**src/rtl/hazard3_pmp_loader_pkg.sv**
```systemverilog
// Shared constants and helpers for the PMP table loader.
// Holds the PMP CSR base addresses and the byte-merge used for read-modify-write of pmpcfgN.
package hazard3_pmp_loader_pkg;

    localparam logic [11:0] PMPCFG0  = 12'h3A0;
    localparam logic [11:0] PMPADDR0 = 12'h3B0;

    // Replace one byte lane of a pmpcfgN word, leaving the other three regions untouched.
    function automatic logic [31:0] cfg_byte_merge(
        input logic [31:0] word,
        input logic [1:0]  sel,
        input logic [7:0]  new_byte
    );
        logic [31:0] merged;
        merged = word;
        merged[{sel, 3'b000} +: 8] = new_byte;
        return merged;
    endfunction

endpackage

```
**src/rtl/hazard3_pmp_loader.sv**
```systemverilog
// Walks a memory table of {pmpaddr, pmpcfg} pairs and programs the PMP through its cfg port.
// Locked regions are detected by re-reading pmpcfgN before each region and are skipped.
module hazard3_pmp_loader
    import hazard3_pmp_loader_pkg::*;
#(
    parameter int PMP_REGIONS = 4,
    parameter int W_ADDR      = 32,
    parameter int W_DATA      = 32
) (
    input  logic                   clk,
    input  logic                   rst_n,
    input  logic                   start,
    input  logic [W_ADDR-1:0]      tbl_base,
    output logic                   tbl_req,
    output logic [W_ADDR-1:0]      tbl_addr,
    input  logic                   tbl_gnt,
    input  logic                   tbl_rvalid,
    input  logic [W_DATA-1:0]      tbl_rdata,
    input  logic                   tbl_err,
    output logic [11:0]            cfg_addr,
    output logic                   cfg_wen,
    output logic [W_DATA-1:0]      cfg_wdata,
    input  logic [W_DATA-1:0]      cfg_rdata,
    output logic                   busy,
    output logic                   done,
    output logic                   err,
    output logic [PMP_REGIONS-1:0] skipped
);

    localparam int W_IDX = $clog2(PMP_REGIONS) + 1;

    localparam logic [2:0] S_IDLE    = 3'd0;
    localparam logic [2:0] S_FETCH_A = 3'd1;
    localparam logic [2:0] S_FETCH_C = 3'd2;
    localparam logic [2:0] S_RD_CFG  = 3'd3;
    localparam logic [2:0] S_WR_ADDR = 3'd4;
    localparam logic [2:0] S_WR_CFG  = 3'd5;
    localparam logic [2:0] S_FINISH  = 3'd6;

    logic [2:0]             r_state;
    logic [W_IDX-1:0]       r_idx;
    logic [W_ADDR-1:0]      r_base;
    logic [W_ADDR-1:0]      r_tbl_addr;
    logic                   r_tbl_req;
    logic                   r_pending;
    logic                   r_err;
    logic [PMP_REGIONS-1:0] r_skipped;
    logic [W_DATA-1:0]      r_addr_word;
    logic [W_DATA-1:0]      r_shadow;
    logic [7:0]             r_cfg_byte;

    logic [4:0]             w_idx5;
    logic [1:0]             w_byte_sel;
    logic [11:0]            w_cfg_csr;
    logic [11:0]            w_addr_csr;
    logic [W_IDX-1:0]       w_idx_next;
    logic [W_ADDR-1:0]      w_next_addr;
    logic                   w_last;
    logic                   w_locked;
    logic                   w_advance;
    logic [PMP_REGIONS-1:0] w_idx_mask;

    assign w_idx5      = 5'(r_idx);
    assign w_byte_sel  = w_idx5[1:0];
    assign w_cfg_csr   = PMPCFG0 + {9'd0, w_idx5[4:2]};
    assign w_addr_csr  = PMPADDR0 + {7'd0, w_idx5};
    assign w_idx_next  = r_idx + W_IDX'(1);
    assign w_next_addr = r_base + (W_ADDR'(w_idx_next) << 3);
    assign w_last      = (r_idx == W_IDX'(PMP_REGIONS - 1));
    assign w_locked    = cfg_rdata[{w_byte_sel, 3'b111}];
    assign w_idx_mask  = PMP_REGIONS'(1) << r_idx;
    assign w_advance   = (r_state == S_WR_CFG) || ((r_state == S_RD_CFG) && w_locked);

    assign tbl_req  = r_tbl_req;
    assign tbl_addr = r_tbl_addr;
    assign busy     = (r_state != S_IDLE);
    assign done     = (r_state == S_FINISH);
    assign err      = r_err;
    assign skipped  = r_skipped;

    always_comb begin
        cfg_addr  = '0;
        cfg_wen   = 1'b0;
        cfg_wdata = '0;
        case (r_state)
            S_RD_CFG: cfg_addr = w_cfg_csr;
            S_WR_ADDR: begin
                cfg_addr  = w_addr_csr;
                cfg_wen   = 1'b1;
                cfg_wdata = r_addr_word;
            end
            S_WR_CFG: begin
                cfg_addr  = w_cfg_csr;
                cfg_wen   = 1'b1;
                cfg_wdata = cfg_byte_merge(r_shadow, w_byte_sel, r_cfg_byte);
            end
            default: ;
        endcase
    end

    always_ff @(posedge clk or negedge rst_n) begin
        if (!rst_n) begin
            r_state     <= S_IDLE;
            r_idx       <= '0;
            r_base      <= '0;
            r_tbl_addr  <= '0;
            r_tbl_req   <= 1'b0;
            r_pending   <= 1'b0;
            r_err       <= 1'b0;
            r_skipped   <= '0;
            r_addr_word <= '0;
            r_shadow    <= '0;
            r_cfg_byte  <= '0;
        end else begin
            case (r_state)
                S_IDLE: begin
                    if (start) begin
                        r_state    <= S_FETCH_A;
                        r_idx      <= '0;
                        r_base     <= tbl_base;
                        r_tbl_req  <= 1'b1;
                        r_tbl_addr <= tbl_base;
                        r_err      <= 1'b0;
                        r_skipped  <= '0;
                    end
                end
                S_FETCH_A, S_FETCH_C: begin
                    if (r_tbl_req && tbl_gnt) begin
                        r_tbl_req <= 1'b0;
                        r_pending <= 1'b1;
                    end
                    // Responses only count once our grant has been taken.
                    if (r_pending && tbl_rvalid) begin
                        r_pending <= 1'b0;
                        if (tbl_err) begin
                            r_err   <= 1'b1;
                            r_state <= S_FINISH;
                        end else if (r_state == S_FETCH_A) begin
                            r_addr_word <= tbl_rdata;
                            r_state     <= S_FETCH_C;
                            r_tbl_req   <= 1'b1;
                            r_tbl_addr  <= r_tbl_addr + W_ADDR'(4);
                        end else begin
                            r_cfg_byte <= tbl_rdata[7:0];
                            r_state    <= S_RD_CFG;
                        end
                    end
                end
                S_RD_CFG: begin
                    r_shadow <= cfg_rdata;
                    if (w_locked) begin
                        r_skipped <= r_skipped | w_idx_mask;
                    end else begin
                        r_state <= S_WR_ADDR;
                    end
                end
                S_WR_ADDR: r_state <= S_WR_CFG;
                S_FINISH:  r_state <= S_IDLE;
                default:   r_state <= S_IDLE;
            endcase

            if (w_advance) begin
                if (w_last) begin
                    r_state <= S_FINISH;
                end else begin
                    r_idx      <= w_idx_next;
                    r_state    <= S_FETCH_A;
                    r_tbl_req  <= 1'b1;
                    r_tbl_addr <= w_next_addr;
                end
            end
        end
    end

endmodule

```
**config.mk**
```make
export PLATFORM = sky130hd
export DESIGN_NAME = hazard3_pmp_loader
export DESIGN_NICKNAME = d
export VERILOG_FILES = /design/src/rtl/hazard3_pmp_loader_pkg.sv /design/src/rtl/hazard3_pmp_loader.sv
export SDC_FILE = /design/constraint.sdc
export NUM_CORES = 1
export LEC_CHECK = 0
export ABC_AREA = 1
export CAP_MARGIN = 20
export CORE_ASPECT_RATIO = 0.7
export CORE_MARGIN = 2
export CORE_UTILIZATION = 47
export DETAILED_ROUTE_END_ITERATION = 10
export MAX_ROUTING_LAYER = met4
export PLACE_DENSITY = 0.85
export SYNTH_ARGS = -nofsm -noshare
export SYNTH_HDL_FRONTEND = slang
export SYNTH_SLANG_ARGS = --single-unit
```
**constraint.sdc**
```tcl
create_clock -name clk -period 2.5 [get_ports clk]
set_input_delay 0.5 -clock clk [delete_from_list [all_inputs] [get_ports clk]]
set_output_delay 0.5 -clock clk [all_outputs]
set_load 0.05 [all_outputs]
```
==> results of run 1 <==
[where the power goes]
part / switching, mW / internal (mW)
clock network: 1.23 / 1.52
registers: 1.18 / 3.55
logic: 6.87 / 3.89
[area by class of cell]
cell class | instances | area share
Clock buffer | 17 | 0.0329
Clock inverter | 15 | 0.0146
Inverter | 143 | 0.0428
Multi-Input combinational cell | 838 | 0.365
Sequential cell | 149 | 0.289
Tap cell | 236 | 0.0228
Timing Repair Buffer | 257 | 0.234
[state kept, by name (all words and copies together) (netlist names)]
signal and flops:
r_addr_word 32, r_base 32, r_shadow 32, tbl_addr 32, r_cfg_byte 8, skipped 4, r_idx 3, r_state 3
err 1, r_pending 1, tbl_req 1
[worst max-delay path by stage]
stage	endpoint	slack (ns)	from
final	cfg_wdata[14]	-0.40	r_idx[1]
after global routing	tbl_addr[27]	-0.45	r_idx[0]
after CTS	cfg_wdata[17]	-0.13	r_idx[1]
after detailed placement	tbl_addr[28]	-0.08	r_idx[1]
after global placement	tbl_addr[28]	0.02	r_idx[0]
after floorplan	cfg_wdata[16]	0.02	r_idx[0]
[routing by layer]
metal | part of all wire | GRT usage
met5 | 0 | -
met4 | 0.058 | 0.116
met3 | 0.14 | 0.102
met2 | 0.42 | 0.501
met1 | 0.39 | 0.499
[through the flow]
stage,setup slack (ns),utilization,area [µm²],total power [mW]
2_1_floorplan,0.0183,-,8670,9.78
3_3_place_gp,0.0223,0.635,11400,13.0
3_5_place_dp,-0.0815,0.635,11400,13.2
4_1_cts,-0.129,0.687,12400,16.5
5_1_grt,-0.453,0.718,12900,18.9
6_report,-0.404,0.718,12900,18.2
[cells in the mapped netlist, types with 2 or more instances]
library cell    n  area (µm²)
nand3b_1        2        15.0
nor2_4          5        56.3
nand2_2         4        25.0
o211ai_1        7        52.6
nor3_1         23         115
nand4_1        20         125
a21oi_1        27         135
a31oi_1         6        37.5
o21ai_0        89         445
or2_2           2        12.5
a22o_1         32         280
o2111ai_1       2        17.5
o22ai_1        26         163
o21ai_1         5        25.0
nor2_2          7        43.8
nor2_1         92         345
nand2_1       367        1380
xor2_1         22         193
clkbuf_1       22        82.6
buf_1           5        18.8
buf_2          16        80.1
nand3_1        59         295
inv_2           7        26.3
o32ai_1         8        70.1
inv_1         136         510
o21bai_1        2        15.0
buf_6           2        22.5
ha_1           11         138
buf_4           8        60.1
a22oi_1         7        52.6
dfrtp_1       149        3730
[cells by family after synthesis]
logic type	Yosys count
other cells	1
compound gates	213
flops	149
xor+xnor	23
simple gates	584
mux	2
fa+ha+maj	12
buf+inv	196
[worst register-to-register path, cell delays in order, from the launching register on]
cell and delay, ns:
dfrtp_1 0.42, inv_2 0.12, buf_4 0.13, ha_1 0.15, inv_1 0.13, fa_1 0.50, inv_1 0.15, nand2_1 0.10
nand2_1 0.14, nand2_4 0.12, inv_1 0.12, nand2_2 0.09, nor3_1 0.18, buf_4 0.15, xor2_1 0.14, nand2_1 0.08
nand2_1 0.07
[repair_timing]
item,CTS,global route
buffers inserted,9,12
gates resized for setup,44,87
cloned,1,0
endpoints found under the setup margin,41,59
hold buffers,0,0
pin swaps,26,42
[placed cells by master (no fill, tap or decap), drive strengths merged, types with 24 or more instances in the layout]
cell,Yosys,layout
a21oi,27,27
nand2,371,371
nor2,104,104
o21ai,94,94
nor3,24,24
inv,143,150
nand3,59,59
dfrtp,149,149
buf,31,119
o22ai,26,26
clkdlybuf4s50,0,138
a22o,32,32
==> results.py, run 1 <==
metrics = {
    "job": {
        "drv_cap": 0,
    },
    "drt": {
        "drt_first_pass_iters": 9,
        "wirelength_um": 38500,
        "num_vias": 10300,
        "ant_nets": 0,
        "avgViaCountPerCell": 6.22,
        "dr.first_iter.drc_count": 1645,
        "drc_errors": 0,
        "wire_per_inst_um": 23.3,
    },
    "timing": {
        "worst_slack_ns": -0.404,
        "fin_worst_skew_ns": 0.0133,
        "finalSetupViolCount": 51,
        "relSlewSlack": 0.539,
        "fmax_ghz": 0.344,
        "hold_viol": 0,
        "hold-worst-slack_ns": 0.0250,
        "rsz0062_at_grt": "yes",
        "post-route-period-util": 1.16,
        "fin_crit_ns": 2.90,
        "finalMaxSlewViolations": 0,
        "tightest_slew_ns": 0.691,
        "setup_tns_ns": -9.10,
    },
    "finish": {
        "seqCellArea_mm2": 0.00373,
        "nets": 1520,
        "drive_above_1_share": 0.183,
        "fillCellCount": 1252,
        "multi_input_area_mm2": 0.00471,
        "instances_no_fill": 1655,
        "area.growth.synth_to_final_pct": 49.3,
        "n_antenna_cell": 0,
    },
    "synth": {
        "synthMuxAreaShare": 0.00246,
        "dominantRegCellSynth": "dfrtp_1",
        "synth_xor_xnor_area_share": 0.0233,
        "synth_compound_area_frac": 0.151,
        "synth_area_per_cell_um2": 7.34,
        "yosys.area_share.simple": 0.281,
        "yosys_register_bits": 149,
        "yosys_warnings": 0,
        "async_reset_ff_frac": 1.00,
        "synthAdderAreaFrac": 0.0182,
        "ys_types": 41,
        "synthCells": 1180,
        "netlist_area_mm2": 0.00866,
        "synth_top_family_by_area": "simple AND/OR/NAND/NOR gates",
        "ys_seq_area_frac": 0.431,
        "synth_edf_count": 0,
    },
    "critical_path": {
        "critPathMaxStageDelay_ns": 0.43,
        "critPathRequiredTime_ns": 2.00,
        "reg2reg_to": "tbl_addr[27]",
        "r2r_slack_ns": -0.35,
        "path_cells": "inv_2 -> buf_6 -> ha_4 -> buf_12 -> inv_16 -> nand3_4 -> o22ai_2 -> a22o_1 -> buf_12",
        "cp.arrival_ns": 2.40,
        "crit_top_cell": "buf_12",
        "crit_buf_inv": 5,
        "startpoint_type": "flip-flop",
        "crit_fanout": 8,
        "r2r_cells": 16,
        "cp_top_family": "buffers and inverters",
        "path_class": "reg2out",
        "slowest_stage": "dfrtp_1",
        "cp-end-kind": "output pin",
        "worstReg2RegStart": "r_idx[0]",
        "critical_path_depth": 9,
    },
    "floorplan": {
        "die_w_um": 166,
        "core_mm2": 0.0180,
        "rows": 41,
        "start_util": 0.481,
        "dieHeight_um": 118,
        "io_pins": 187,
        "die_area_mm2": 0.0195,
    },
    "cts": {
        "numCtsBuffers": 17,
        "clock_latency_ns": 0.45,
        "clk_path_buf_depth": 2,
        "root_buffer": "clkbuf_16",
        "clk_pin_slew_ns": 0.07,
        "cts_tree": "done",
        "cts_num_sinks": 149,
        "htree_levels": 4,
    },
    "power": {
        "ir_drop_uv": 1220,
        "power_leakage_nw": 5.86,
        "power_density_mw_per_mm2": 1410,
    },
    "global_route": {
        "grt_pass1_wl_um": 52300,
        "grt_start_max_net_pins": 55,
        "grt.total_usage": 0.357,
        "grt_pass1_vias": 9301,
        "globalRoute.totalOverflow": 0,
        "antenna_found_initial": 0,
    },
    "placed_design": {
        "io_buffers": 182,
        "place_inst": 1602,
        "place_congestion": 0.993,
        "dp_hpwl_um": 23000,
    },
    "status": {
        "outcome": "finished, violations left",
        "violations": "negative setup slack",
    },
    "hold_path": {
        "hold_class": "in2async",
    },
}
Note: power is estimated with default switching activity, not from simulation.
==> inputs of run 2 (changes only) <==
- HOLD_SLACK_MARGIN: not set -> 0.15
==> results.py, run 2 (same netlist as run 1, synthesis figures left out) <==
metrics = {
    "cts": {
        "cts_tree": "done",
        "root_buffer": "clkbuf_16",
        "clk_pin_slew_ns": 0.07,
        "cts_num_sinks": 149,
        "clk_path_buf_depth": 2,
        "numCtsBuffers": 17,
        "clock_latency_ns": 0.46,
        "htree_levels": 4,
    },
    "floorplan": {
        "rows": 41,
        "dieHeight_um": 118,
        "core_mm2": 0.0180,
        "die_area_mm2": 0.0195,
        "io_pins": 187,
        "die_w_um": 166,
        "start_util": 0.481,
    },
    "finish": {
        "final_common_cell": "nand2_1",
        "n_antenna_cell": 0,
        "area.growth.synth_to_final_pct": 49.4,
        "drive_above_1_share": 0.182,
        "stdcell_area_mm2": 0.0129,
        "nets": 1521,
        "final_cell_mix": "nand2_1, dfrtp_1, clkdlybuf4s50_1",
    },
    "drt": {
        "num_vias": 10300,
        "wire_per_inst_um": 23.2,
        "drc_errors": 0,
        "ant_nets": 0,
        "drt_first_pass_iters": 7,
        "dr.first_iter.drc_count": 1768,
        "wirelength_um": 38400,
        "avgViaCountPerCell": 6.20,
    },
    "hold_path": {
        "min_path_cells": 2,
        "hold_class": "reg2reg",
    },
    "placed_design": {
        "io_buffers": 182,
        "place_area_mm2": 0.0114,
        "place_congestion": 0.993,
        "dp_hpwl_um": 23000,
    },
    "timing": {
        "relSlewSlack": 0.509,
        "worst_slack_ns": -0.399,
        "rsz0062_at_grt": "yes",
        "finalSetupViolCount": 50,
        "post-route-period-util": 1.16,
        "fin_crit_ns": 2.90,
        "hold_viol": 0,
        "fin_worst_skew_ns": 0.0143,
        "finalMaxSlewViolations": 0,
        "tightest_slew_ns": 0.735,
        "fmax_ghz": 0.345,
        "hold-worst-slack_ns": 0.490,
    },
    "power": {
        "p_seq_frac": 0.259,
        "ir_drop_uv": 1220,
        "p_sw_mw": 9.27,
        "power_density_mw_per_mm2": 1410,
        "power_leakage_nw": 5.86,
        "intPower_mw": 8.96,
        "power_frac_clock": 0.151,
        "switching_share": 0.509,
        "combPwrFrac": 0.589,
        "design_power_total_mw": 18.2,
    },
    "critical_path": {
        "critPathRequiredTime_ns": 2.00,
        "crit_fanout": 8,
        "startpoint_type": "flip-flop",
        "path_class": "reg2out",
        "r2r_cells": 16,
        "cp.arrival_ns": 2.40,
        "cp-end-kind": "output pin",
    },
    "status": {
        "violations": "negative setup slack",
        "outcome": "finished, violations left",
    },
    "global_route": {
        "grt.total_usage": 0.357,
        "grt_start_max_net_pins": 55,
        "globalRoute.totalOverflow": 0,
        "antenna_found_initial": 0,
        "grt_pass1_wl_um": 52400,
        "grt_pass1_vias": 9307,
    },
    "job": {
        "drv_cap": 0,
    },
}
==> run 2: cell types whose count changed in the layout (fill, tap and decap cells not counted) <==
| cell | before | now |
|---|---|---|
| dlygate4sd3_1 | 0 | 1 |
==> run 2: worst max-delay path, cell delays in order (launching register included) <==
cell     delay [ns]
dfrtp_1        0.42
inv_2          0.08
buf_6          0.14
ha_4           0.18
buf_12         0.14
inv_16         0.09
nand3_4        0.14
o22ai_2        0.32
a22o_1         0.27
buf_12         0.15
==> run 2: what timing repair did <==
| action | CTS | global route |
|---|---|---|
| gates cloned | 1 | 0 |
| resized for setup | 44 | 87 |
| hold buffers | 1 | 0 |
| setup endpoints to repair | 41 | 59 |
| hold endpoints to repair | 51 | 0 |
| setup buffers | 9 | 12 |
| pin swaps | 26 | 42 |
==> run 2: metal layers <==
| metal | up-vias | part of all wire | GRT usage |
|---|---|---|---|
| met4 | 0 | 0.055 | 0.116 |
| met1 | 4778 | 0.38 | 0.499 |
| li1 | 4295 | - | - |
| met3 | 225 | 0.14 | 0.102 |
| met5 | - | 0 | - |
| met2 | 967 | 0.42 | 0.501 |
==> run 2: cell type report <==
class                      count  area (µm²)
fill                        1250        5070
multi-input combinational    838        4710
tap                          236         295
clock buffer                  17         425
sequential                   149        3730
clock inverter                15         189
timing repair buffer         258        3030
inverter                     143         553
==> run 2: path summary, 6_finish.rpt <==
check	startpoint	endpoint	slack [ns]
worst min-delay path	r_base[2]	r_base[2]	0.49
worst max register to register	r_idx[0]	tbl_addr[27]	-0.35
min in group asynchronous	rst_n	r_addr_word[27]	0.61
worst max-delay path	r_idx[1]	cfg_wdata[14]	-0.40
max in group asynchronous	rst_n	tbl_addr[2]	1.14
worst min register to register	r_base[2]	r_base[2]	0.49
==> run 2: power by group through the flow <==
stage	clock, mW	sequential, mW	combinational [mW]
floorplan	0	5.24	4.54
global placement	0	4.50	8.53
detailed placement	0	4.54	8.71
CTS	2.72	4.53	9.28
global route	2.83	4.77	11.3
finish	2.76	4.72	10.8
==> run 2: stage by stage <==
stage	util	worst slack (ns)	instances	TNS, ns
after global placement	0.635	0.0223	1602	0
after floorplan	-	0.0183	1183	0
final	0.718	-0.399	1656	-8.97
after global routing	0.718	-0.453	1656	-10.70
after CTS	0.688	-0.129	1644	-1.94
after detailed placement	0.635	-0.0815	1602	-0.307
==> inputs of run 3 (changes only) <==
- ABC_CLOCK_PERIOD_IN_PS: not set -> 2500
==> results of run 3 <==
No change in the layout: final DEF, timing and power equal those of run 2.
